File: config.mk
export PLATFORM = sky130hd
export DESIGN_NAME = tag_arb_node
export DESIGN_NICKNAME = d
export VERILOG_FILES = /design/src/rtl/tag_arb_node_pkg.sv /design/src/rtl/tag_arb_node_skid.sv /design/src/rtl/tag_arb_node.sv
export SDC_FILE = /design/constraint.sdc
export NUM_CORES = 1
export LEC_CHECK = 0
export CORE_MARGIN = 2
export CORE_UTILIZATION = 45
export CTS_BUF_LIST = sky130_fd_sc_hd__clkbuf_16
export DETAILED_ROUTE_END_ITERATION = 7
export GPL_TIMING_DRIVEN = 0
export PLACE_DENSITY = 0.86
export SYNTH_ARGS = -nofsm -noshare
export SYNTH_HDL_FRONTEND = slang
export SYNTH_SLANG_ARGS = --single-unit
export TNS_END_PERCENT = 100
File: constraint.sdc
create_clock -name clk -period 3.4 [get_ports clk]
set_input_delay 0.68 -clock clk [delete_from_list [all_inputs] [get_ports clk]]
set_output_delay 0.68 -clock clk [all_outputs]
set_load 0.02 [all_outputs]
File: src/rtl/tag_arb_node_pkg.sv
// Shared definitions for the tag tree: arbitration mode codes and the
// index-width helper used to size channel indices.
package tag_arb_node_pkg;

  localparam int ARB_FIXED = 0;
  localparam int ARB_RR    = 1;

  // Width of a channel index for a node with n inputs (never below 1 bit).
  function automatic int idx_width(input int n);
    return (n <= 1) ? 1 : $clog2(n);
  endfunction

endpackage

File: src/rtl/tag_arb_node_skid.sv
// Two-entry skid buffer with a registered head. Sustains one word per cycle
// when the consumer accepts continuously; a drain while full frees space
// only from the next cycle, so idata_rdy never depends on odata_rdy.
//
// Handshake: a word moves on the input side when idata_vld && idata_rdy,
// and on the output side when odata_vld && odata_rdy. A producer holds
// idata stable while idata_vld is high and idata_rdy is low.
module tag_skid #(
  parameter int DATA_WIDTH = 7
) (
  input  logic                  clk,
  input  logic                  rst,
  input  logic [DATA_WIDTH-1:0] idata,
  input  logic                  idata_vld,
  output logic                  idata_rdy,
  output logic [DATA_WIDTH-1:0] odata,
  output logic                  odata_vld,
  input  logic                  odata_rdy
);

  logic [DATA_WIDTH-1:0] r_head;
  logic [DATA_WIDTH-1:0] r_tail;
  logic [1:0]            r_cnt;
  logic                  w_load;
  logic                  w_drain;

  assign idata_rdy = (r_cnt != 2'd2);
  assign odata_vld = (r_cnt != 2'd0);
  assign odata     = r_head;
  assign w_load    = idata_vld && idata_rdy;
  assign w_drain   = odata_vld && odata_rdy;

  // Occupancy and storage: head is always the oldest entry; tail only
  // holds a word while the buffer is full.
  always_ff @(posedge clk or negedge rst) begin
    if (!rst) begin
      r_head <= '0;
      r_tail <= '0;
      r_cnt  <= 2'd0;
    end else begin
      case (r_cnt)
        2'd0: begin
          if (w_load) begin
            r_head <= idata;
            r_cnt  <= 2'd1;
          end
        end
        2'd1: begin
          if (w_load && w_drain) begin
            r_head <= idata;
          end else if (w_load) begin
            r_tail <= idata;
            r_cnt  <= 2'd2;
          end else if (w_drain) begin
            r_cnt  <= 2'd0;
          end
        end
        default: begin
          if (w_drain) begin
            r_head <= r_tail;
            r_cnt  <= 2'd1;
          end
        end
      endcase
    end
  end

endmodule

File: src/rtl/tag_arb_node.sv
// N-to-1 tag arbitration node: fixed-priority or round-robin selection over
// N_IN upstream channels, with an optional registered skid-buffer output.
//
// Handshake: upstream channel i transfers when in_rdy[i] && in_ack[i] and
// holds in_rdy/in_tag until acked; downstream transfers when rdy && ack.
// in_ack is combinational from in_rdy, the round-robin pointer and buffer
// occupancy; in delay mode it never depends on ack in the same cycle.
module tag_arb_node
  import tag_arb_node_pkg::*;
#(
  parameter int  TAG_SZ       = 5,
  parameter int  N_IN         = 4,
  parameter int  MODE         = ARB_FIXED,
  parameter int  ENABLE_DELAY = 1,
  localparam int IDX_W        = idx_width(N_IN)
) (
  input  logic                   clk,
  input  logic                   rst,
  input  logic [N_IN*TAG_SZ-1:0] in_tag,
  input  logic [N_IN-1:0]        in_rdy,
  output logic [N_IN-1:0]        in_ack,
  output logic [TAG_SZ-1:0]      tag,
  output logic [IDX_W-1:0]       src,
  output logic                   rdy,
  input  logic                   ack
);

  logic [IDX_W-1:0]  r_ptr;
  logic [IDX_W-1:0]  w_sel_fix;
  logic [IDX_W-1:0]  w_sel_rr;
  logic [IDX_W-1:0]  w_sel;
  logic [TAG_SZ-1:0] w_tag_sel;
  logic [N_IN-1:0]   w_onehot;
  logic              w_any;
  logic              w_acc;
  logic              w_xfer;

  // Fixed priority: lowest ready index wins.
  always_comb begin
    w_sel_fix = '0;
    for (int i = N_IN - 1; i >= 0; i--) begin
      if (in_rdy[i]) w_sel_fix = IDX_W'(i);
    end
  end

  // Round-robin: first ready channel at or after ptr+1, wrapping at N_IN.
  always_comb begin
    int idx;
    idx      = 0;
    w_sel_rr = '0;
    for (int k = N_IN - 1; k >= 0; k--) begin
      idx = (int'(r_ptr) + 1 + k) % N_IN;
      if (in_rdy[idx]) w_sel_rr = IDX_W'(idx);
    end
  end

  assign w_sel     = (MODE == ARB_RR) ? w_sel_rr : w_sel_fix;
  assign w_any     = |in_rdy;
  assign w_xfer    = w_acc && w_any;
  assign w_tag_sel = in_tag[int'(w_sel)*TAG_SZ +: TAG_SZ];
  assign in_ack    = w_onehot;

  // One-hot grant, held at zero while reset is asserted.
  always_comb begin
    w_onehot = '0;
    if (w_xfer && rst) w_onehot[w_sel] = 1'b1;
  end

  // Last granted index; resets to N_IN-1 so channel 0 is searched first.
  always_ff @(posedge clk or negedge rst) begin
    if (!rst) begin
      r_ptr <= IDX_W'(N_IN - 1);
    end else if (w_xfer) begin
      r_ptr <= w_sel;
    end
  end

  if (ENABLE_DELAY != 0) begin : g_delay
    logic [IDX_W+TAG_SZ-1:0] w_odata;
    logic                    w_irdy;

    tag_skid #(
      .DATA_WIDTH(IDX_W + TAG_SZ)
    ) u_skid (
      .clk       (clk),
      .rst       (rst),
      .idata     ({w_sel, w_tag_sel}),
      .idata_vld (w_any),
      .idata_rdy (w_irdy),
      .odata     (w_odata),
      .odata_vld (rdy),
      .odata_rdy (ack)
    );

    assign w_acc = w_irdy;
    assign tag   = w_odata[TAG_SZ-1:0];
    assign src   = w_odata[IDX_W+TAG_SZ-1:TAG_SZ];
  end else begin : g_comb
    assign w_acc = ack;
    assign rdy   = w_any && rst;
    assign tag   = rst ? w_tag_sel : '0;
    assign src   = rst ? w_sel : '0;
  end

endmodule

Word level (Yosys, flattened, before mapping)
Index checks and enable logic that the tools add are counted.
{"block": "word_totals", "register_bits": 16, "latch_bits": 0, "mem_bits_rw": 0, "mem_bits_ro": 0, "input_bits": 27, "output_inout_bits": 12, "word_cells": 43, "n_memories": 0}
{"block": "classes", "add_sub_neg": 0, "mul": 1, "n_div": 0, "n_lt_le_gt_ge": 2, "eq_ne": 6, "n_shift": 1, "mux": 17, "bitwise": 1, "reduce_logical": 12}
{"operator": "$mux 7", "n": 3}
{"operator": "$shiftx 20x6->5", "n": 1}
{"operator": "$mux 2", "n": 9}
{"operator": "$pmux 7 s2", "n": 1}
{"operator": "$reduce_and 3->1", "n": 2}
{"operator": "$logic_and 1x1->1", "n": 5}
{"operator": "$mul 2x3->5 const B", "n": 1}
{"operator": "$mux 4", "n": 1}
{"operator": "$ne 2x1->1 const B", "n": 2}
{"operator": "$ne 2x2->1 const B", "n": 2}
{"operator": "$pmux 2 s2", "n": 1}
{"operator": "$reduce_and 4->1", "n": 1}
{"operator": "$reduce_or 4->1", "n": 1}
{"operator": "$lt 2x3->1 const B", "n": 1}
{"operator": "$ne 3x1->1 const B", "n": 1}
{"operator": "$reduce_bool 3->1", "n": 1}
{"operator": "$demux 1 s2", "n": 1}
{"operator": "$eq 2x1->1 const B", "n": 1}
{"operator": "$ge 2x1->1 const B", "n": 1}
{"operator": "$logic_not 2->1", "n": 1}
{"operator": "$reduce_bool 2->1", "n": 1}
{"operator": "$mux 1", "n": 1}
{"operator": "$not 1->1", "n": 1}

Depth between registers and ports, before layout
Gate-level depths: netlist (run 1).
{"block": "depth", "ltp_word": 9, "depth_mapped": 7}

Cells and area by module
From an unflattened synthesis (run 1), not the netlist that was laid out.
{"block": "hier_totals", "cells_unflattened": 86, "hier_area_um2": 1029.7}
{"mod": "tag_skid", "n_inst": 1, "cells_per_inst": 50, "area_per_inst_um2": 779.5, "seq_area_each_um2": 400.4}
{"mod": "tag_arb_node", "n_inst": 1, "cells_per_inst": 36, "area_per_inst_um2": 250.2, "seq_area_each_um2": 0.0}

Worst setup path after synthesis (run 1)
OpenSTA, ideal clock, no wires.
{"block": "synth_timing", "path_type": "in2out", "start": "input port in_rdy[2]", "end": "output port in_ack[3]", "arrival_ps": 1651, "t_required_ps": 2720, "path_slack_ps": 1069, "stages": 3, "path_buffers": 1, "path_cell_list": "buf_6 -> nor2b_1 -> nor3b_1"}
{"block": "synth_via", "elab_chain_len": 8, "word_cells_on_any_way": 12, "cone_classes": "order compare: 2; mux: 6; reduce/logical: 4"}
{"item": "from (decl)", "line_no": "tag_arb_node.sv:20", "text": "input logic [N_IN-1:0] in_rdy,"}
{"item": "$mux 2 (3 in series)", "line_no": "tag_arb_node.sv:42", "text": "if (in_rdy[i]) w_sel_fix = IDX_W'(i);"}
{"item": "$lt 2x3->1 (not written as such) or $ge 2x1->1 (tied branches)", "line_no": "tag_arb_node.sv:66", "text": "if (w_xfer && rst) w_onehot[w_sel] = 1'b1;"}
{"item": "$logic_and 1x1->1 (not written as such)", "line_no": "tag_arb_node.sv:66"}
{"item": "$mux 1 (not written as such)", "line_no": "tag_arb_node.sv:66"}
{"item": "$demux 1 s2", "line_no": "tag_arb_node.sv:66"}
{"item": "$mux 4 *", "line_no": "tag_arb_node.sv:66"}
{"item": "to (decl)", "line_no": "tag_arb_node.sv:21", "text": "output logic [N_IN-1:0] in_ack,"}
Mark *: on every way between the ends. The rest lies on a longest branch, timed or not.

Worst setup path in the final report (run 1)
{"block": "layout_timing", "start": "input port in_rdy[1]", "end": "output port in_ack[1]"}
{"block": "layout_via", "elab_chain_len": 7, "word_cells_on_any_way": 11, "cone_classes": "order compare: 2; mux: 5; reduce/logical: 4"}
{"item": "$mux 2 (2 in series)", "line_no": "tag_arb_node.sv:42"}
{"item": "$lt 2x3->1 (not written as such) or $ge 2x1->1 (tied branches)", "line_no": "tag_arb_node.sv:66"}
{"item": "$logic_and 1x1->1 (not written as such)", "line_no": "tag_arb_node.sv:66"}
{"item": "$mux 1 (not written as such)", "line_no": "tag_arb_node.sv:66"}
{"item": "$demux 1 s2", "line_no": "tag_arb_node.sv:66"}
{"item": "$mux 4 *", "line_no": "tag_arb_node.sv:66"}
Marks and branches as above.

==> metrics.md, run 1 <==
| Metric | Value |
|---|---|
| Fin. max-slew vios | `0` |
| Vias in the first global route | `869` |
| Slew headroom | `64.33%` |
| Via count | `902` |
| Postcts setup bufs | `0` |
| Peak VDD IR | `267.0 uV` |
| Critical path peak fanout | `10` |
| Final WS setup | `0.2586 ns` |
| Max stage delay cell, worst path | `clkdlybuf4s50_1` |
| I/O pin count | `39` |
| Initial Util | `47.32%` |
| Critical Path RT | `2.72 ns` |
| Multi-input logic area | `474.2 um^2` |
| Fmax | `318.3 MHz` |
| Clock buffer depth | `2` |
| Maxcap violations | `0` |
| I/O Buffers | `37` |
| N_diodes | `0` |
| Synth area leader | `dfrtp_1` |
| CP Cell Sequence | `clkdlybuf4s50_1 -> clkbuf_1 -> nor3b_1 -> clkdlybuf4s50_1` |
| Crit path buf inv count | `3` |
| Mapped Nets | `125` |
| Initial antenna violation count | `0` |
| Share of cells above drive strength 1 | `10.07%` |
| Avg Vias per Cell | `5.434` |
| Met3 usage | `3.067%` |
| Later-pin clock latency in the skew report | `0.25 ns` |
| Worst path max stage delay | `0.64 ns` |
| Clock Skew | `0.001066 ns` |
| Yosys top cell area share | `43.13%` |
| Synth top area cells | `dfrtp_1 (43%), a221o_1 (5.4%), a21oi_1 (4.9%), o21ai_0 (4.9%), a32oi_1 (4.7%)` |
| Synthesized area | `928.4 um^2` |
| GRT overflow | `0` |
| Syn Area/Cell | `9.473 um^2` |
| Cell family with most CP delay | `buffers and inverters` |
| Final Cycle Share | `92.40%` |
| Htree depth | `1` |
| Post-synth top flop | `dfrtp_1` |
| DR WL/cell | `14.10 um` |
| Clk network pwr share | `32.4%` |
| Actual slew at the worst max-slew pin | `0.5294 ns` |
| GRT Total Usage | `20.93%` |
| CP endpoint kind | `output pin` |
| TritonCTS clock tree | `yes` |
| Worst Setup Start Kind | `input port` |
| Grt met2 use | `38.74%` |
| Final hold violation count | `0` |
| Arrival time at the worst endpoint | `2.46 ns` |
| Synth cell count leaders | `dfrtp_1 (16), a21oi_1 (9), o21ai_0 (9)` |
| Largest net degree at the start of global routing | `18` |
| Sequential share of power | `37.3%` |
| WS Path Type | `input port to output pin` |
| Final WL | `2.340 mm` |
| Core area | `1962 um^2` |
| First-pass GRT wire length | `3.857 mm` |
| Post-synth EDFFs | `0` |
| Async set-reset flop share out of synthesis | `100.0%` |
| Logic gate share of total power | `30.2%` |
| #FFs+latches synth | `16` |
| Filler Cells Inserted | `159` |
| Synth-to-layout area growth | `51.48%` |
| Global route hottest layer | `met2` |
| Netlist cell types | `25` |
| Top-count cell post-synth | `dfrtp_1` |
| Post-layout nets | `167` |
| Register area | `400.4 um^2` |
| DIE WIDTH | `49.42 um` |
| Setup WS pre-CTS | `-0.1992 ns` |
| Setup-failing EPs final | `0` |
| Post-synthesis sequential area ratio | `43.13%` |
| CTS Sinks | `16` |
| DR iter-0 viols | `19` |
| Placed cells | `162` |
| RD Place Congestion | `0.7878` |
| Drt first pass iters | `4` |
| Leak Pwr | `0.5833 nW` |
| # rows | `16` |
| Die height | `49.42 um` |
| # DRC | `0` |
| Outcome | `completed` |
| Die footprint | `2442 um^2` |
| Reg clk slew, reported paths | `0.05 ns` |
| Clk root buf | `clkbuf_16` |
| Power Density | `502.4 nW/um^2` |
| Post-Syn Instances | `98` |
| Number of routed nets with antenna violations | `0` |
| Final non-filler cell total | `166` |
| YS warnings | `0` |
| Pint | `0.5028 mW` |
| Cell mode on critical path | `clkdlybuf4s50_1` |
| RSZ-0062 raised after global routing | `no` |
| Hold Path Class | `input port to async pin` |
| Tmin final | `3.141 ns` |
| Sw frac | `28.84%` |
| Grt met1 use | `23.30%` |
| CTS Buf Count | `3` |
| NetSw | `0.2038 mW` |
==> state kept, by name, summed over array words and instances (netlist names) <==
signal,flops
g_delay.u_skid.odata,7
g_delay.u_skid.r_tail,7
g_delay.u_skid.r_cnt,2
==> cells by family (layout without fill, tap and decap cells) <==
kind of cell / count (synthesis) / after routing / synth area share (%)
AOI/OAI and AO/OA: 36 / 36 / 26.41
buffers and inverters: 10 / 51 / 5.794
and+or+nand+nor: 32 / 32 / 20.08
muxes: 4 / 4 / 4.582
DFF: 16 / 16 / 43.13
==> cells in the final DEF, fill, tap and decap left out, types with 2 or more instances in the layout <==
master           Yosys  layout
clkdlybuf4s50_1      0      36
dfrtp_1             16      16
o21ai_0              9       9
a21oi_1              9       9
nand2_1              8       8
a221o_1              5       5
nand2b_1             5       5
a32oi_1              5       5
and3_1               5       5
o21ai_1              5       5
inv_1                4       4
nor3b_1              4       4
nor2_1               3       3
clkbuf_1             3       3
clkbuf_16            0       3
buf_6                2       2
or2_2                2       2
nor2b_1              2       2
mux2_2               2       2
mux2i_1              2       2
==> power groups by stage <==
| stage | logic (mW) | registers, mW | clock network [mW] |
|---|---|---|---|
| finish | 0.214 | 0.264 | 0.229 |
| global route | 0.232 | 0.269 | 0.243 |
| CTS | 0.215 | 0.263 | 0.233 |
| detailed placement | 0.212 | 0.265 | 0 |
| global placement | 0.206 | 0.261 | 0 |
| floorplan | 0.0914 | 0.284 | 0 |
==> worst paths after layout <==
check,end,depth (start not counted),from,slack [ns]
worst max-delay path,in_ack[1],4,in_rdy[1],0.26
worst min-delay path,g_delay.u_skid.r_cnt[1],1,rst,0.34
worst max register to register,g_delay.u_skid.r_cnt[0],4,g_delay.u_skid.r_cnt[1],1.90
worst min register to register,g_delay.u_skid.r_tail[2],2,g_delay.u_skid.r_tail[2],0.48
max in group asynchronous,g_delay.u_skid.r_cnt[0],1,rst,2.78
min in group clk,g_delay.u_skid.r_tail[2],2,g_delay.u_skid.r_tail[2],0.48
==> per-layer routing <==
metal | share of wire [%] | vias up
li1 | - | 443
met3 | 4.1 | 5
met5 | 0 | -
met4 | 2.0 | 0
met1 | 40 | 426
met2 | 53 | 28
==> area by class of cell <==
class / count / share of cell area, %
timing repair buffer: 37 / 25.98
clock buffer: 3 / 5.338
multi-input combinational: 72 / 33.72
sequential: 16 / 28.47
tap: 27 / 2.402
buffer: 6 / 2.758
inverter: 4 / 1.068
clock inverter: 1 / 0.2669
==> timing repair <==
| item | CTS | global route |
|---|---|---|
| gates cloned | 0 | 0 |
| gates resized for setup | 1 | 2 |
| hold buffers | 0 | 0 |
| setup endpoints to repair | 4 | 3 |
==> worst reg2reg max path: cells and delay by family (launching register included) <==
family          cells  cell delay (ns)
buf+inv             2             0.49
flops               1             0.43
mux                 1             0.30
compound gates      1             0.17
==> per-stage QoR <==
stage / power (mW) / TNS (ns) / utilization [%] / area [um^2] / hold WS, ns
floorplan: 0.3753 / 0 / - / 928.4 / 0.3844
global placement: 0.4674 / -0.5796 / 67.92 / 1333 / 0.4537
detailed placement: 0.4773 / -0.6230 / 67.92 / 1333 / 0.4707
CTS: 0.7111 / 0 / 71.88 / 1410 / 0.4897
global route: 0.7439 / 0 / 71.68 / 1406 / 0.3878
finish: 0.7065 / 0 / 71.68 / 1406 / 0.3449
(Power assumes the default switching activity.)
==> run 2: changes to the inputs <==
--- a/config.mk
+++ b/config.mk
@@ -5,6 +5,7 @@
 export SDC_FILE = /design/constraint.sdc
 export NUM_CORES = 1
 export LEC_CHECK = 0
+export CORE_ASPECT_RATIO = 1.1
 export CORE_MARGIN = 2
 export CORE_UTILIZATION = 45
 export CTS_BUF_LIST = sky130_fd_sc_hd__clkbuf_16
==> metrics.md, run 2 (synthesis results as in run 1) <==
| Metric | Value |
|---|---|
| # rows | `17 (+1)` |
| Tot Pwr | `0.7022 mW (-0.62%)` |
| Largest net degree at the start of global routing | `18 (unchanged)` |
| DIE WIDTH | `47.31 um (-4.3%)` |
| Vias in the first global route | `851 (-2.1%)` |
| Worst Setup Start Kind | `input port` |
| # DRC | `0 (unchanged)` |
| Critical path peak fanout | `7 (-3)` |
| Commonest non-fill, non-tap cell in the layout | `clkdlybuf4s50_1` |
| RSZ-0062 raised after global routing | `no` |
| DR iter-0 viols | `13 (-6)` |
| Peak VDD IR | `334.9 uV (+25%)` |
| Final WS setup | `0.2635 ns (+0.004919 ns)` |
| Initial antenna violation count | `0 (unchanged)` |
| Htree depth | `1 (unchanged)` |
| Final non-filler cell total | `167 (+0.60%)` |
| Share of cells above drive strength 1 | `10.07% (unchanged)` |
| Die height | `51.64 um (+4.5%)` |
| Clock buffer depth | `2 (unchanged)` |
| I/O pin count | `39 (unchanged)` |
| Leak Pwr | `0.5833 nW (unchanged)` |
| Synth-to-layout area growth | `51.62% (about the same)` |
| Fmax | `318.8 MHz (+0.16%)` |
| Placed cells | `163 (+0.62%)` |
| TritonCTS clock tree | `yes` |
| First-pass GRT wire length | `3.505 mm (-9.1%)` |
| Gates resized, CTS repair | `1 (unchanged)` |
| Drt first pass iters | `4 (unchanged)` |
| Postcts setup bufs | `0 (unchanged)` |
| Fin. max-slew vios | `0 (unchanged)` |
| Fin area | `1408 um^2 (about the same)` |
| Tmin final | `3.137 ns (-0.004919 ns)` |
| Number of routed nets with antenna violations | `0 (unchanged)` |
| WS Path Type | `input port to output pin` |
| Worst reg2reg path depth | `4 (unchanged)` |
| CTS Buf Count | `3 (unchanged)` |
| Actual slew at the worst max-slew pin | `0.5261 ns (-0.003278 ns)` |
| Later-pin clock latency in the skew report | `0.25 ns (about the same)` |
| Setup WS pre-CTS | `-0.2068 ns (-0.007669 ns)` |
| Power Density | `498.8 nW/um^2 (-0.70%)` |
| GRT Total Usage | `20.03% (-0.91 points)` |
| Initial Util | `46.93% (-0.39 points)` |
| Reg2reg end | `g_delay.u_skid.r_cnt[0]` |
| Avg Vias per Cell | `5.299 (-2.5%)` |
| CP endpoint kind | `output pin` |
| Final WL | `2.136 mm (-8.7%)` |
| Commonest cells after routing, fill and taps aside | `clkdlybuf4s50_1 (36), dfrtp_1 (16), o21ai_0 (9), a21oi_1 (9), nand2_1 (8)` |
| DR WL/cell | `12.79 um (-9.3%)` |
| R2R Path Start | `g_delay.u_skid.r_cnt[1]` |
| Final hold violation count | `0 (unchanged)` |
| GRT overflow | `0 (unchanged)` |
| RD Place Congestion | `0.7260 (-7.8%)` |
| Final Cycle Share | `92.25% (-0.14 points)` |
| Dpl hpwl | `1.708 mm` |
| Core area | `1978 um^2 (+0.83%)` |
| Via count | `885 (-1.9%)` |
| Reg clk slew, reported paths | `0.05 ns (about the same)` |
| Slew headroom | `64.55% (+0.22 points)` |
| Setup-failing EPs final | `0 (unchanged)` |
| Arrival time at the worst endpoint | `2.46 ns (about the same)` |
| Hold Path Class | `input port to async pin` |
| CTS Sinks | `16 (unchanged)` |
| Clock Skew | `0.001477 ns (+0.0004111 ns)` |
| Maxcap violations | `0 (unchanged)` |
| N_diodes | `0 (unchanged)` |
| Worst R2R Setup Slack | `1.91 ns (about the same)` |
| Critical Path RT | `2.72 ns (about the same)` |
| Filler Cells Inserted | `168 (+5.7%)` |
| Outcome | `completed` |
| Area after DPL | `1334 um^2 (about the same)` |
| Post-layout nets | `167 (unchanged)` |
| I/O Buffers | `37 (unchanged)` |
| Clk root buf | `clkbuf_16` |
| Hold Buf Count CTS | `0 (unchanged)` |
| Die footprint | `2443 um^2 (about the same)` |
-- run 2: cell counts in the layout (fill, tap and decap cells not counted) --
Identical to the previous run, type by type.
-- run 2: critical path, cell delays in order --
cell	delay, ns
clkdlybuf4s50_1	0.49
nor2b_1	0.40
nor3b_1	0.25
clkdlybuf4s50_1	0.64
-- run 2: worst max-delay path by stage --
stage              start         to  slack (ns)  cells after the start
6_report       in_rdy[3]  in_ack[3]        0.26                      4
3_5_place_dp         rst  in_ack[3]       -0.21                      4
3_3_place_gp         rst  in_ack[1]       -0.18                      4
2_1_floorplan  in_rdy[2]  in_ack[3]        1.07                      3
5_1_grt        in_rdy[1]  in_ack[1]        0.07                      4
4_1_cts              rst  in_ack[3]        0.03                      4
-- run 2: power by group --
group	total, mW	internal (mW)	switching (mW)
clock network	0.229	0.156	0.0732
logic	0.211	0.110	0.101
registers	0.262	0.236	0.0258
-- run 2: through the flow --
stage | utilization, % | TNS (ns) | hold slack, ns
floorplan | - | 0 | 0.3844
global placement | 67.43 | -0.5576 | 0.4549
detailed placement | 67.43 | -0.6551 | 0.4690
CTS | 71.35 | 0 | 0.4800
global route | 71.16 | 0 | 0.3722
finish | 71.16 | 0 | 0.3483
-- run 2: cell type report --
class / instances / area [um^2] / area share (%)
multi-input cells: 72 / 474.2 / 33.69
plain buffers: 6 / 38.79 / 2.756
inverters: 4 / 15.01 / 1.067
clock inverters: 1 / 3.754 / 0.2667
clock buffers: 3 / 75.07 / 5.333
well taps: 28 / 35.03 / 2.489
flip-flops and latches: 16 / 400.4 / 28.44
repair buffers: 37 / 365.4 / 25.96
-- run 2: layer usage --
metal,up-vias,wire [um],global-route usage (%),share of wire (%)
li1,444,-,-,-
met1,403,883,21.76,41
met2,32,1099,35.59,51
met3,6,102,2.431,4.8
met4,0,52,11.11,2.4
met5,-,0,0,0
==> run 3: changes to the inputs <==
--- a/config.mk
+++ b/config.mk
@@ -11,7 +11,7 @@
 export CTS_BUF_LIST = sky130_fd_sc_hd__clkbuf_16
 export DETAILED_ROUTE_END_ITERATION = 7
 export GPL_TIMING_DRIVEN = 0
-export PLACE_DENSITY = 0.86
+export PLACE_DENSITY = 0.83
 export SYNTH_ARGS = -nofsm -noshare
 export SYNTH_HDL_FRONTEND = slang
 export SYNTH_SLANG_ARGS = --single-unit
==> metrics.md, run 3 (synthesis results as in run 1) <==
| Metric | Value |
|---|---|
| Outcome | `completed` |
| Via count | `902 (+1.9%)` |
| Die height | `51.64 um (unchanged)` |
| Initial Util | `46.93% (unchanged)` |
| Reg clk slew, reported paths | `0.05 ns (about the same)` |
| Leak Pwr | `0.5833 nW (unchanged)` |
| N_diodes | `0 (unchanged)` |
| Sw frac | `28.18% (-0.23 points)` |
| Tmin final | `3.148 ns (+0.01188 ns)` |
| TritonCTS clock tree | `yes` |
| Worst reg2reg path depth | `4 (unchanged)` |
| Setup WS pre-CTS | `-0.2272 ns (-0.02040 ns)` |
| Multi-input logic area | `474.2 um^2 (unchanged)` |
| Clk network pwr share | `32.4% (-0.2 points)` |
| # DRC | `0 (unchanged)` |
| CTS Buf Count | `3 (unchanged)` |
| Fmax | `317.6 MHz (-0.38%)` |
| Htree depth | `1 (unchanged)` |
| Postcts setup bufs | `0 (unchanged)` |
| CTS Sinks | `16 (unchanged)` |
| Critical path peak fanout | `10 (+3)` |
| Vias in the first global route | `870 (+2.2%)` |
| Cell mode on critical path | `clkdlybuf4s50_1` |
| GRT Total Usage | `21.04% (+1.0 points)` |
| Worst Setup Start Kind | `input port` |
| Final Cycle Share | `92.60% (+0.35 points)` |
| Hold Slack | `0.3517 ns (+0.003426 ns)` |
| Reg2reg end | `g_delay.u_skid.r_cnt[0]` |
| I/O Buffers | `37 (unchanged)` |
| Logic gate share of total power | `30.2% (+0.2 points)` |
| Setup-failing EPs final | `0 (unchanged)` |
| Fin. max-slew vios | `0 (unchanged)` |
| Max stage delay cell, worst path | `clkdlybuf4s50_1` |
| Final non-filler cell total | `167 (unchanged)` |
| Register area | `400.4 um^2 (unchanged)` |
| Actual slew at the worst max-slew pin | `0.5657 ns (+0.03957 ns)` |
| DR iter-0 viols | `9 (-4)` |
| DIE WIDTH | `47.31 um (unchanged)` |
| Final WL | `2.143 mm (+0.33%)` |
| Share of cells above drive strength 1 | `10.07% (unchanged)` |
| # rows | `17 (unchanged)` |
| Critical Path RT | `2.72 ns (about the same)` |
| NetSw | `0.1972 mW (-1.2%)` |
| Peak VDD IR | `267.4 uV (-20%)` |
| Post-layout nets | `167 (unchanged)` |
| RSZ-0062 raised after global routing | `no` |
| Core area | `1978 um^2 (unchanged)` |
| Worst path max stage delay | `0.63 ns (about the same)` |
| Final hold violation count | `0 (unchanged)` |
| Crit path buf inv count | `3 (+1)` |
| Dpl hpwl | `1.683 mm (-1.4%)` |
| Commonest cells after routing, fill and taps aside | `clkdlybuf4s50_1 (36), dfrtp_1 (16), o21ai_0 (9), a21oi_1 (9), nand2_1 (8)` |
| Avg Vias per Cell | `5.401 (+1.9%)` |
| DR WL/cell | `12.83 um (+0.33%)` |
| Slew headroom | `61.89% (-2.7 points)` |
| WS Path Type | `input port to output pin` |
| Cell family with most CP delay | `buffers and inverters` |
| Hold Path Class | `input port to async pin` |
| Final WS setup | `0.2516 ns (-0.01188 ns)` |
| Clock Skew | `0.001538 ns (+0.00006081 ns)` |
| Synth-to-layout area growth | `51.62% (unchanged)` |
| Arrival time at the worst endpoint | `2.47 ns (about the same)` |
| Power Density | `497.1 nW/um^2 (-0.35%)` |
| Initial antenna violation count | `0 (unchanged)` |
| Placed cells | `163 (unchanged)` |
| Filler Cells Inserted | `151 (-10%)` |
| Commonest non-fill, non-tap cell in the layout | `clkdlybuf4s50_1` |
| I/O pin count | `39 (unchanged)` |
| Clock buffer depth | `2 (unchanged)` |
| R2R Path Start | `g_delay.u_skid.r_cnt[1]` |
| GRT overflow | `0 (unchanged)` |
| Number of routed nets with antenna violations | `0 (unchanged)` |
| CP endpoint kind | `output pin` |
| CP Cell Sequence | `clkdlybuf4s50_1 -> clkbuf_1 -> nor3b_1 -> clkdlybuf4s50_1` |
| Worst R2R Setup Slack | `1.92 ns (about the same)` |
| Clk root buf | `clkbuf_16` |
| Post-layout util | `71.16% (unchanged)` |
| Final setup TNS | `0 ns (unchanged)` |
| Later-pin clock latency in the skew report | `0.24 ns (about the same)` |
| Largest net degree at the start of global routing | `18 (unchanged)` |
| Drt first pass iters | `4 (unchanged)` |
| Maxcap violations | `0 (unchanged)` |
| Die footprint | `2443 um^2 (unchanged)` |
| Pint | `0.5025 mW (about the same)` |
| Sequential share of power | `37.4% (about the same)` |
| RD Place Congestion | `0.7304 (+0.61%)` |
| First-pass GRT wire length | `3.650 mm (+4.1%)` |
| Hold Buf Count CTS | `0 (unchanged)` |
[run 3: cell counts in the layout (fill, tap and decap cells not counted)]
Identical to the previous run, type by type.
[run 3: what timing repair did]
action / 4_1_cts / 5_1_grt
endpoints found under the hold margin: 0 / 0
resized for setup: 1 / 2
endpoints found under the setup margin: 4 / 3
[run 3: how the worst max path moves through the flow]
| stage | startpoint | cells past startpoint | to |
|---|---|---|---|
| detailed placement | rst | 4 | in_ack[3] |
| global placement | rst | 4 | in_ack[1] |
| CTS | rst | 4 | in_ack[1] |
| finish | in_rdy[1] | 4 | in_ack[1] |
| global route | in_rdy[1] | 4 | in_ack[1] |
| floorplan | in_rdy[2] | 3 | in_ack[3] |
[run 3: power by group through the flow]
stage	clock network, mW	logic (mW)	registers [mW]
after floorplan	0	0.0914	0.284
after global placement	0	0.206	0.261
after detailed placement	0	0.211	0.265
after CTS	0.229	0.213	0.262
after global routing	0.238	0.233	0.268
final	0.227	0.211	0.262
[run 3: per-layer routing]
layer	GRT usage (%)	vias up	share of wire, %
met5	0	-	0
met4	12.50	0	2.5
met3	3.125	4	5.1
met2	37.39	33	51
met1	22.10	417	41
li1	-	448	-
[run 3: final cells by class]
class	instances	share of cell area [%]
clock buffer	3	5.333
timing repair buffer	37	25.96
multi-input combinational	72	33.69
tap	28	2.489
sequential	16	28.44
buffer	6	2.756
inverter	4	1.067
clock inverter	1	0.2667
[run 3: through the flow]
stage	power (mW)	area (um^2)
2_1_floorplan	0.3753	928.4
3_3_place_gp	0.4676	1334
3_5_place_dp	0.4756	1334
4_1_cts	0.7040	1411
5_1_grt	0.7389	1408
6_report	0.6997	1408
==> edit 1, RTL diff (flow settings as in run 3) <==
Make the reset (`rst`) synchronous in 2 clocked blocks.
--- a/src/rtl/tag_arb_node_skid.sv
+++ b/src/rtl/tag_arb_node_skid.sv
@@ -34,3 +34,3 @@
   // holds a word while the buffer is full.
-  always_ff @(posedge clk or negedge rst) begin
+  always_ff @(posedge clk) begin
     if (!rst) begin
--- a/src/rtl/tag_arb_node.sv
+++ b/src/rtl/tag_arb_node.sv
@@ -69,3 +69,3 @@
   // Last granted index; resets to N_IN-1 so channel 0 is searched first.
-  always_ff @(posedge clk or negedge rst) begin
+  always_ff @(posedge clk) begin
     if (!rst) begin
Function: differs if rst is asserted again (counterexample within 4 cycles, from zero or initial values and one cycle with rst low); with rst held inactive, the same outputs for 10 cycles.
==> edit 1 against run 3 <==
Power down 16%. Synthesized area fell by 0.67%. Worst hold slack improved by 0.12 ns. Global-route usage is 2.4 points higher. Count of clock-buffer cells in the layout unchanged. Sequential cell count did not move. Design area up 0.36%. Sequential share of layout area fell by 5.8 points. Wire length increased by 18%. Sequential power is 19% lower. Worst setup slack better by 0.029 ns. Maximum frequency grew 0.94%. Critical path depth is the same. Critical endpoint unchanged.
==> edit 1: results (changes against run 3) <==
status finished clean (unchanged); layout cells sized above 1 0.09459 (was 0.1007); Critical Path AT 2.44 ns (was 2.47 ns); top post-synthesis cells by area dfxtp_1, a221o_1, o221ai_1, nand3_1, a32oi_1 (was dfrtp_1, a221o_1, a21oi_1, o21ai_0, a32oi_1); HP Start g_delay.u_skid.r_tail[5]; clk_skew 0.002306 ns (was 0.001538 ns); Post-Syn Nets 134 (was 125); Area after DPL 0.001328 sq mm (was 0.001334 sq mm); met2 Track Usage GR 0.4018 (was 0.3739); M1 GR Usage 0.2733 (was 0.2210); Worst Hold Class reg -> reg (was in -> async); Leak 0.5418 nW (was 0.5833 nW); worst r2r src g_delay.u_skid.r_cnt[1] (unchanged); final worst slack 0.2809 ns (was 0.2516 ns); Post-CTS Resized 0 (was 1); CP max FO 10 (unchanged); DP Wirelength 1953 um (was 1683 um); GRT Overall Usage 0.2345 (was 0.2104); Commonest cells post-synth dfxtp_1, nand3_1, o21ai_1, a21oi_1, inv_1 (was dfrtp_1, a21oi_1, o21ai_0, nand2_1); 1st-iter DRT viols 10 (was 9); first-pass GRT wire length 4160 um (was 3650 um); vias in the first global route 1010 (was 870); nets@finish 176 (was 167); Netlist cell types 35 (was 25); routability cong. 0.7937 (was 0.7304); detailed-route via count 1028 (was 902); Slew @ Worst Pin 0.4886 ns (was 0.5657 ns); worst reg-to-reg setup slack 1.88 ns (was 1.92 ns); Reg-to-Reg End g_delay.u_skid.odata[1] (was g_delay.u_skid.r_cnt[0]); post-placement cell count 172 (was 163); Peak VDD IR 0.3932 mV (was 0.2674 mV); largest net degree at the start of global routing 11 (was 18); post-synthesis sequential area ratio 0.3474 (was 0.4313); WL/cell 14.39 um (was 12.83 um); asr flop ratio synth 0 (was 1.000); vias per inst 5.841 (was 5.401); cells after synthesis 107 (was 98)
==> edit 1: changes by cell type after synthesis, moves of 2 or more <==
| cell | before | now |
|---|---|---|
| and3_1 | 5 | 0 |
| o21ai_1 | 5 | 7 |
| a31oi_1 | 0 | 2 |
| dfxtp_1 | 0 | 16 |
| o211ai_1 | 0 | 3 |
| nand3_1 | 0 | 8 |
| inv_1 | 4 | 6 |
| a21oi_1 | 9 | 6 |
| clkbuf_1 | 3 | 5 |
| o21ai_0 | 9 | 3 |
| dfrtp_1 | 16 | 0 |
| o221ai_1 | 0 | 5 |
| nand2_1 | 8 | 2 |
==> edit 1: kinds of logic after synthesis <==
family,share of synthesized area
DFF,0.3474
muxes,0.02307
AOI/OAI and AO/OA,0.3460
and+or+nand+nor,0.2157
buffers and inverters,0.06784
==> edit 1: area by class of cell <==
| type | instances | area (sq um) |
|---|---|---|
| repair buffers | 37 | 375.4 |
| multi-input cells | 77 | 539.3 |
| well taps | 28 | 35.03 |
| inverters | 6 | 22.52 |
| clock buffers | 3 | 75.07 |
| plain buffers | 8 | 41.29 |
| clock inverters | 1 | 3.754 |
| fillers | 163 | 565.5 |
| flip-flops and latches | 16 | 320.3 |
==> edit 1: worst max-delay path, cell delays in order <==
cell	delay, ns
clkdlybuf4s50_1	0.62
clkbuf_2	0.27
nor3b_1	0.22
clkdlybuf4s50_1	0.64
==> edit 1: power by group <==
group | switching, mW | total, mW | internal, mW
combinational | 0.0688 | 0.145 | 0.0757
sequential | 0.00978 | 0.213 | 0.204
clock | 0.0724 | 0.228 | 0.156
total | 0.151 | 0.586 | 0.435
==> edit 1: per-layer routing <==
layer | vias to the layer above | wire (um)
li1 | 496 | -
met1 | 500 | 1098
met2 | 26 | 1310
met3 | 6 | 94
met4 | 0 | 29
met5 | - | 0
==> edit 2, RTL diff (config.mk and constraints of run 3) <==
Without the edit above. The parameter `TAG_SZ` goes from 5 to 10.
--- a/src/rtl/tag_arb_node.sv
+++ b/src/rtl/tag_arb_node.sv
@@ -10,3 +10,3 @@
 #(
-  parameter int  TAG_SZ       = 5,
+  parameter int  TAG_SZ       = 10,
   parameter int  N_IN         = 4,
Ports: changed (resized in_tag and tag); port bits go from 39 to 64. The function was not compared with the original's and may differ.
==> edit 2 against run 3 <==
Worst setup slack got worse by 0.053 ns. Synthesized cell count increased by 50%. Synthesized area increased by 48%. Count of clock-buffer cells in the layout did not move. Sequential cell count up 10. Design area grew 53%. Via count up 59%. Wire length is 72% higher. Sequential share of layout area rose by 1.8 points. Register-to-register slack worse by 0.25 ns. Power rose by 56%. Maximum frequency is 1.7% lower.
==> edit 2: results (changes against run 3) <==
WL met1 1555 um (was 884 um); WL/cell 14.85 um (was 12.83 um); DR WL met2 1832 um (was 1093 um); status finished clean (unchanged); vias per inst 5.798 (was 5.401); Routed WL 3682 um (was 2143 um); Netlist cell types 27 (was 25); post-placement cell count 244 (was 163); 1st-iter DRT viols 61 (was 9); final hold slack 0.4147 ns (was 0.3517 ns); post-synthesis sequential area ratio 0.4727 (was 0.4313); vias in the first global route 1388 (was 870); cells after synthesis 147 (was 98); GRT Overall Usage 0.2160 (was 0.2104); worst reg-to-reg setup slack 1.67 ns (was 1.92 ns); worst-skew pair later-pin latency 0.26 ns (was 0.24 ns); Internal 0.7889 mW (was 0.5025 mW); Slew headroom 0.5556 (was 0.6189); met3 usage 0.02692 (was 0.03125); met2 Track Usage GR 0.3688 (was 0.3739); Placement Setup Slack -0.6540 ns (was -0.2272 ns); Port-buffer cells 63 (was 37); nets@finish 262 (was 167); met3 wire len 252 um (was 110 um); clk_skew 0.001831 ns (was 0.001538 ns); final worst slack 0.1987 ns (was 0.2516 ns); Commonest cells post-synth dfrtp_1, o21ai_0, a21oi_1, nand2_1 (was dfrtp_1, a21oi_1, o21ai_0, nand2_1); Area after DPL 0.002049 sq mm (was 0.001334 sq mm)
[edit 2: cell count changes after synthesis, sizes merged, moves of 6 or more]
cell	delta
nand2	+7
o21ai	+10
a22o	+10
dfrtp	+10
a21oi	+6
a221oi	+10
[edit 2: cell families (layout without fill, tap and decap cells)]
group	after synthesis	count (layout)	share of synthesized area
AO/OA/AOI/OAI	63	63	0.3018
AND/OR/NAND/NOR	42	42	0.1636
flip-flops	26	26	0.4727
buffers and inverters	14	81	0.04636
multiplexers	2	2	0.01545
[edit 2: final timing paths]
| path | endpoint | depth (start not counted) | from |
|---|---|---|---|
| min | g_delay.u_skid.r_tail[11] | 1 | rst |
| max reg2reg | g_delay.u_skid.r_tail[6] | 6 | g_delay.u_skid.r_cnt[1] |
| max | in_ack[3] | 5 | in_rdy[0] |
| min reg2reg | g_delay.u_skid.r_tail[7] | 2 | g_delay.u_skid.r_tail[7] |
| max in group asynchronous | g_delay.u_skid.r_tail[5] | 1 | rst |
| min in group clk | g_delay.u_skid.r_tail[7] | 2 | g_delay.u_skid.r_tail[7] |
[edit 2: power groups by stage]
stage	clock network [mW]	logic [mW]	registers, mW
after floorplan	0	0.128	0.461
after global placement	0	0.328	0.423
after detailed placement	0	0.335	0.428
after CTS	0.340	0.338	0.424
after global routing	0.355	0.368	0.436
final	0.335	0.335	0.424
[edit 2: final cells by class]
cell class,instances,area [sq um],area share
multi-input cells,107,661.9,0.3077
flip-flops and latches,26,650.6,0.3025
repair buffers,63,625.6,0.2909
clock buffers,3,75.07,0.03490
plain buffers,10,50.05,0.02327
well taps,34,42.54,0.01978
clock inverters,1,30.03,0.01396
inverters,4,15.01,0.006981
[edit 2: timing repair]
item	in CTS	in global routing
setup buffers	0	0
endpoints found under the hold margin	0	0
cloned	0	0
endpoints found under the setup margin	4	2
resized for setup	3	4
